===== src/rtl/dmem_pkg.sv =====
// Shared types for the MEM-stage write-buffer controller.
// Entry layout, FSM states and the word-address helper live here.
package dmem_pkg;
   localparam int unsigned WB_DEPTH = 4;
   localparam int unsigned RAM_LAT  = 5;

   typedef enum logic [1:0] {
      IDLE,
      DRAIN,
      READ
   } state_t;

   typedef struct packed {
      logic [29:0] wa;
      logic [31:0] data;
   } wbuf_entry_t;

   function automatic logic [29:0] word_addr(input logic [31:0] a);
      return a[31:2];
   endfunction
endpackage


===== src/rtl/dmem_wbuf_ctrl_if.sv =====
// Cache-side and RAM-side bundle of the write-buffer controller.
// slave = controller view, master = cache plus RAM view.
interface dmem_wbuf_ctrl_if;
   logic        c_strobe;
   logic        c_rw;
   logic [31:0] c_a;
   logic [31:0] c_din;
   logic        c_ready;
   logic [31:0] c_dout;
   logic [31:0] mem_a;
   logic        mem_we;
   logic [31:0] mem_din;
   logic [31:0] mem_dout;
   logic        wb_empty;
   logic        wb_full;

   modport slave (
      input  c_strobe, c_rw, c_a, c_din, mem_dout,
      output c_ready, c_dout, mem_a, mem_we, mem_din,
      output wb_empty, wb_full
   );

   modport master (
      output c_strobe, c_rw, c_a, c_din, mem_dout,
      input  c_ready, c_dout, mem_a, mem_we, mem_din,
      input  wb_empty, wb_full
   );
endinterface


===== src/rtl/dmem_wbuf_ctrl_wbuf_fifo.sv =====
// Circular store buffer with push/pop and a youngest-match lookup.
// Entries are kept in program order from head (oldest) to tail.
module wbuf_fifo
   import dmem_pkg::*;
#(
   parameter int unsigned DEPTH = 4
) (
   input  logic        clock,
   input  logic        reset,
   input  logic        push,
   input  logic        pop,
   input  wbuf_entry_t push_entry,
   input  logic [29:0] look_wa,
   output logic        look_hit,
   output logic [31:0] look_data,
   output wbuf_entry_t head_entry,
   output logic        empty,
   output logic        full
);
   localparam int unsigned PW = $clog2(DEPTH);

   wbuf_entry_t   mem [DEPTH];
   logic [PW-1:0] head;
   logic [PW-1:0] tail;
   logic [PW:0]   count;

   always_ff @(posedge clock or posedge reset) begin
      if (reset) begin
         head  <= '0;
         tail  <= '0;
         count <= '0;
      end else begin
         if (push)
            tail <= tail + 1'b1;
         if (pop)
            head <= head + 1'b1;
         if (push && !pop)
            count <= count + 1'b1;
         else if (pop && !push)
            count <= count - 1'b1;
      end
   end

   always_ff @(posedge clock) begin
      if (push)
         mem[tail] <= push_entry;
   end

   // Walk oldest to youngest so the last match wins.
   always_comb begin
      look_hit  = 1'b0;
      look_data = '0;
      for (int i = 0; i < DEPTH; i++) begin
         if ((PW+1)'(i) < count &&
             mem[head + PW'(i)].wa == look_wa) begin
            look_hit  = 1'b1;
            look_data = mem[head + PW'(i)].data;
         end
      end
   end

   assign head_entry = mem[head];
   assign empty      = (count == '0);
   assign full       = (count == (PW+1)'(DEPTH));
endmodule


===== src/rtl/dmem_wbuf_ctrl.sv =====
// Memory-side controller: posts stores, drains them to RAM,
// and serves read misses from RAM or by forwarding from the buffer.
module dmem_wbuf_ctrl
   import dmem_pkg::*;
#(
   parameter int unsigned DEPTH   = WB_DEPTH,
   parameter int unsigned MEM_LAT = RAM_LAT
) (
   input logic              clock,
   input logic              reset,
   dmem_wbuf_ctrl_if.slave  bus
);
   localparam int unsigned CW = (MEM_LAT > 1) ? $clog2(MEM_LAT) : 1;
   localparam logic [CW-1:0] LAST = CW'(MEM_LAT - 1);

   state_t      state;
   state_t      state_nxt;
   logic [CW-1:0] cnt;
   logic [CW-1:0] cnt_nxt;

   logic        wr_req;
   logic        rd_req;
   logic        push;
   logic        pop;
   logic        hit;
   logic [31:0] hit_data;
   logic        empty;
   logic        full;
   wbuf_entry_t head_e;
   wbuf_entry_t new_e;

   assign wr_req = bus.c_strobe & bus.c_rw;
   assign rd_req = bus.c_strobe & ~bus.c_rw;
   assign pop    = (state == DRAIN) && (cnt == LAST);
   // A full buffer still takes a store in the cycle its head retires.
   assign push   = wr_req & (~full | pop);
   assign new_e  = '{wa: word_addr(bus.c_a), data: bus.c_din};

   wbuf_fifo #(
      .DEPTH (DEPTH)
   ) u_fifo (
      .clock      (clock),
      .reset      (reset),
      .push       (push),
      .pop        (pop),
      .push_entry (new_e),
      .look_wa    (word_addr(bus.c_a)),
      .look_hit   (hit),
      .look_data  (hit_data),
      .head_entry (head_e),
      .empty      (empty),
      .full       (full)
   );

   always_ff @(posedge clock or posedge reset) begin
      if (reset) begin
         state <= IDLE;
         cnt   <= '0;
      end else begin
         state <= state_nxt;
         cnt   <= cnt_nxt;
      end
   end

   always_comb begin
      state_nxt   = state;
      cnt_nxt     = cnt;
      bus.c_ready = 1'b0;
      bus.c_dout  = '0;
      bus.mem_a   = '0;
      bus.mem_we  = 1'b0;
      bus.mem_din = '0;

      if (push)
         bus.c_ready = 1'b1;
      if (rd_req && hit) begin
         bus.c_ready = 1'b1;
         bus.c_dout  = hit_data;
      end

      unique case (state)
         IDLE: begin
            // Reads beat draining.
            if (rd_req && !hit) begin
               state_nxt = READ;
               cnt_nxt   = '0;
            end else if (!empty) begin
               state_nxt = DRAIN;
               cnt_nxt   = '0;
            end
         end
         DRAIN: begin
            bus.mem_a   = {head_e.wa, 2'b00};
            bus.mem_din = head_e.data;
            if (cnt == LAST) begin
               bus.mem_we = 1'b1;
               state_nxt  = IDLE;
               cnt_nxt    = '0;
            end else begin
               cnt_nxt = cnt + 1'b1;
            end
         end
         READ: begin
            bus.mem_a = {word_addr(bus.c_a), 2'b00};
            if (cnt == LAST) begin
               bus.c_ready = rd_req;
               bus.c_dout  = rd_req ? bus.mem_dout : '0;
               state_nxt   = IDLE;
               cnt_nxt     = '0;
            end else begin
               cnt_nxt = cnt + 1'b1;
            end
         end
         default: begin
            state_nxt = IDLE;
            cnt_nxt   = '0;
         end
      endcase
   end

   assign bus.wb_empty = empty;
   assign bus.wb_full  = full;
endmodule


===== src/flat_wrapper.sv =====
// flat-port wrapper written by rule: the top's interface ports become plain ports
module dmem_wbuf_ctrl_flat import dmem_pkg::*;
#(
   parameter int unsigned DEPTH   = WB_DEPTH,
   parameter int unsigned MEM_LAT = RAM_LAT
)
  (clock, reset, bus_c_strobe, bus_c_rw, bus_c_a, bus_c_din, bus_mem_dout, bus_c_ready, bus_c_dout, bus_mem_a, bus_mem_we, bus_mem_din, bus_wb_empty, bus_wb_full);
  dmem_wbuf_ctrl_if bus_i ();
  input logic clock;
  input logic reset;
  input wire logic [$bits(bus_i.c_strobe)-1:0] bus_c_strobe;
  input wire logic [$bits(bus_i.c_rw)-1:0] bus_c_rw;
  input wire logic [$bits(bus_i.c_a)-1:0] bus_c_a;
  input wire logic [$bits(bus_i.c_din)-1:0] bus_c_din;
  input wire logic [$bits(bus_i.mem_dout)-1:0] bus_mem_dout;
  output wire logic [$bits(bus_i.c_ready)-1:0] bus_c_ready;
  output wire logic [$bits(bus_i.c_dout)-1:0] bus_c_dout;
  output wire logic [$bits(bus_i.mem_a)-1:0] bus_mem_a;
  output wire logic [$bits(bus_i.mem_we)-1:0] bus_mem_we;
  output wire logic [$bits(bus_i.mem_din)-1:0] bus_mem_din;
  output wire logic [$bits(bus_i.wb_empty)-1:0] bus_wb_empty;
  output wire logic [$bits(bus_i.wb_full)-1:0] bus_wb_full;
  assign bus_i.c_strobe = bus_c_strobe;
  assign bus_i.c_rw = bus_c_rw;
  assign bus_i.c_a = bus_c_a;
  assign bus_i.c_din = bus_c_din;
  assign bus_i.mem_dout = bus_mem_dout;
  assign bus_c_ready = bus_i.c_ready;
  assign bus_c_dout = bus_i.c_dout;
  assign bus_mem_a = bus_i.mem_a;
  assign bus_mem_we = bus_i.mem_we;
  assign bus_mem_din = bus_i.mem_din;
  assign bus_wb_empty = bus_i.wb_empty;
  assign bus_wb_full = bus_i.wb_full;
  dmem_wbuf_ctrl #(.DEPTH(DEPTH), .MEM_LAT(MEM_LAT)) u_core (.clock(clock), .reset(reset), .bus(bus_i));
endmodule

===== config.mk =====
export PLATFORM = sky130hd
export DESIGN_NAME = dmem_wbuf_ctrl_flat
export DESIGN_NICKNAME = d
export VERILOG_FILES = /design/src/rtl/dmem_pkg.sv /design/src/rtl/dmem_wbuf_ctrl_if.sv /design/src/rtl/dmem_wbuf_ctrl_wbuf_fifo.sv /design/src/rtl/dmem_wbuf_ctrl.sv /design/src/flat_wrapper.sv
export SDC_FILE = /design/constraint.sdc
export NUM_CORES = 1
export LEC_CHECK = 0
export BUFFER_PORTS_ARGS = -buffer_cell sky130_fd_sc_hd__buf_2
export CORE_MARGIN = 1
export CORE_UTILIZATION = 55
export CTS_BUF_LIST = sky130_fd_sc_hd__clkbuf_2
export CTS_CLUSTER_SIZE = 30
export DETAILED_ROUTE_END_ITERATION = 12
export PLACE_DENSITY_LB_ADDON = 0.05
export SLEW_MARGIN = 30
export SYNTH_ARGS = -nofsm -noshare
export SYNTH_HDL_FRONTEND = slang
export SYNTH_HIERARCHICAL = 1
export SYNTH_SLANG_ARGS = --single-unit

===== constraint.sdc =====
create_clock -name clock -period 4.35 [get_ports clock]
set_input_delay 0 -clock clock [delete_from_list [all_inputs] [get_ports clock]]
set_output_delay 0 -clock clock [all_outputs]
set_load 0.02 [all_outputs]

==> qor.yml <==
fin_setup_tns_ps: -10010
clkSinkCount: 260
htree_levels: 3
grt_max_degree: 162
drt_wl_total_um: 58500
firstDrtPassIters: 6
gp_congestion: 0.972
layout_commonest_cell: "edfxtp_1"
placed_area_um2: 20200
final_cell_mix: "edfxtp_1, buf_2, mux2i_1, dlygate4sd3_1, clkbuf_2"
grt_use_total_pct: 32.9
crit_path_end_kind: "output port"
rsz0062_at_grt: "true"
syn_area_um2: 18900
failed_checks: "setup timing"
insertion_delay_ps: 900
nets: 2057
grt_pass1_vias: 15486
reg2reg_setup_slack_ps: 600
vias: 15690
crit_top_cell: "buf_4"
fin_skew_ps: 90.3
synth_flop_cell: "edfxtp_1"
vias_per_cell: 6.41
critPathSlowestCell: "dfrtp_4"
required_ps: 4350
multi_input_area_um2: 10600
synth_warnings: 6
critPathKind: "flop to output port"
wl_met3_um: 4120
drt-met1-wl_um: 23000
boundaryPins: 200
antenna_left: 0
maxCapViolCount: 0
synthDistinctLibCells: 67
max_freq_mhz: 214
min_period_ps: 4680
ir_drop_uv: 609
tritoncts: "done"
finalHoldViolations: 0
io_buffers: 195
clkTransAtPathRegs_ps: 100
period_share_pct: 108
drt_iter0_drc: 1447
crit_family: "buffers and inverters"
numCtsBuffers: 70
synth_edf_count: 248
post-place-ws_ps: 172
route.met2.wl_um: 29400
powerDensity_nw_per_um2: 550
avgSynthCellArea_um2: 11.8
utilization_pct: 70.7
grt_pass1_wl_um: 88800
tightest_slew_ps: 927
setup_ws_ps: -331
synthCells: 1596
worstPathMaxFanout: 24
relSlewSlack_pct: 38.2
status: "finished with violations"
area_growth_pct: 26.0
overflow: 0
cp_num_buf_inv: 10
finalSetupViolations: 33
drc_errors: 0
regArea_um2: 7750
row_count: 67
layout-drive-gt1-share_pct: 31.9
ys_ff_latch: 260
cp_cell_sequence: "buf_4 > buf_4 > buf_12 > inv_16 > buf_6 > mux2i_2 > xnor2_1 > nand4_1 > nor4_2 > nand4_1 > buf_4 > nand4_1 > and4b_2 > buf_4 > buf_12 > buf_16 > a22o_1 > buf_4"
routed.top_layer: "met4"
synth-async-reset-ratio_pct: 4.62
cellLeakagePower_nw: 8.87
yosysSeqAreaShare_pct: 41.1
routedWlPerCell_um: 23.9
clockRootBuffer: "clkbuf_2"
antenna_found_initial: 2
die_h_um: 187
fin_area_um2: 23800
drv_slew: 0
cp_data_arrival_time_ps: 4680
die_w_um: 187
start_util_pct: 56.1
cpPeakStageDelay_ps: 500
core_area_um2: 33600
min_path_type: "input pin to flop"
fillerInstances: 2487
dieArea_um2: 35000
cts_buffer_depth: 3
cp-start-kind: "flop"
fin_hold_ws_ps: 57.1
place_hpwl_um: 34100
## registers in the layout, summed over array words and instances, names as in the netlist
signal               flops
u_core/u_fifo/count      3
u_core/u_fifo/head       2
u_core/state             2
u_core/u_fifo/tail       2
u_core/u_fifo/mem      248
u_core/cnt               3
## metrics by stage
stage	instances	power, W
floorplan	1597	0.00861
global placement	2135	0.0101
detailed placement	2135	0.0102
CTS	2432	0.0129
global route	2446	0.0138
finish	2446	0.0131
## path summary, 6_finish.rpt
kind,from,end,cells past startpoint
max,u_core/u_fifo/head[0]$_DFFE_PP0P_,bus_c_dout[24],18
min,bus_c_a[18],u_core/u_fifo/mem[1][48]$_DFFE_PP_,2
max reg2reg,u_core/u_fifo/head[0]$_DFFE_PP0P_,u_core/cnt[0]$_DFFE_PP0P_,15
min reg2reg,u_core/state[1]$_DFFE_PP0P_,u_core/state[1]$_DFFE_PP0P_,1
max in group asynchronous,reset,u_core/u_fifo/count[0]$_DFFE_PP0P_,4
min in group asynchronous,reset,u_core/u_fifo/tail[1]$_DFFE_PP0P_,4
## kinds of logic after synthesis
group,count (synthesis),synth area share (%)
muxes,309,22.2
buffers and inverters,192,5.14
other,1,0.0199
AOI/OAI and AO/OA,404,16.8
adders and majority gates,14,0.929
DFF,260,41.1
xor gates and xnor gates,96,4.46
and+or+nand+nor,320,9.33
## Yosys cell counts, types with 24 or more instances
master	number	area, um2
edfxtp_1	248	7450
mux2i_1	181	1810
nand2_1	86	323
a21oi_1	83	415
mux4_2	83	1870
xnor2_1	81	709
clkbuf_1	75	282
nor2_1	47	176
buf_2	46	230
mux2_2	44	495
and2_1	40	250
nor2b_1	36	225
a22o_1	35	307
a22oi_1	35	263
a31oi_1	33	206
a211o_1	32	280
nand2b_1	32	200
o221ai_1	32	280
o211a_1	31	310
nand4b_1	30	263
o221a_1	30	338
o31a_1	30	263
inv_1	27	101
nand4_1	24	150
## timing repair
item	CTS	global route
endpoints found under the setup margin	33	33
resized for setup	158	47
pin swaps	51	28
endpoints found under the hold margin	283	1
cloned	13	4
buffers inserted	39	8
hold buffers	121	1
## power by group
part,switching (W),internal [W],total (W)
Sequential,0.000228,0.00307,0.00330
Clock,0.00105,0.000740,0.00179
Combinational,0.00431,0.00368,0.00799
## per-layer routing
layer	vias up	GRT usage, %
met5	-	0
met4	0	13.1
met3	113	5.67
met2	703	56.1
met1	7792	41.6
li1	7082	-
## area by class of cell
cell class              instances  share of cell area, %
flip-flops and latches        260                   32.6
clock inverters                25                  0.669
well taps                     448                   2.36
diodes                          2                 0.0211
repair buffers                438                   17.1
inverters                      28                  0.511
multi-input cells            1145                   44.6
clock buffers                 100                   2.11
Power figures use the tool's default switching activity.
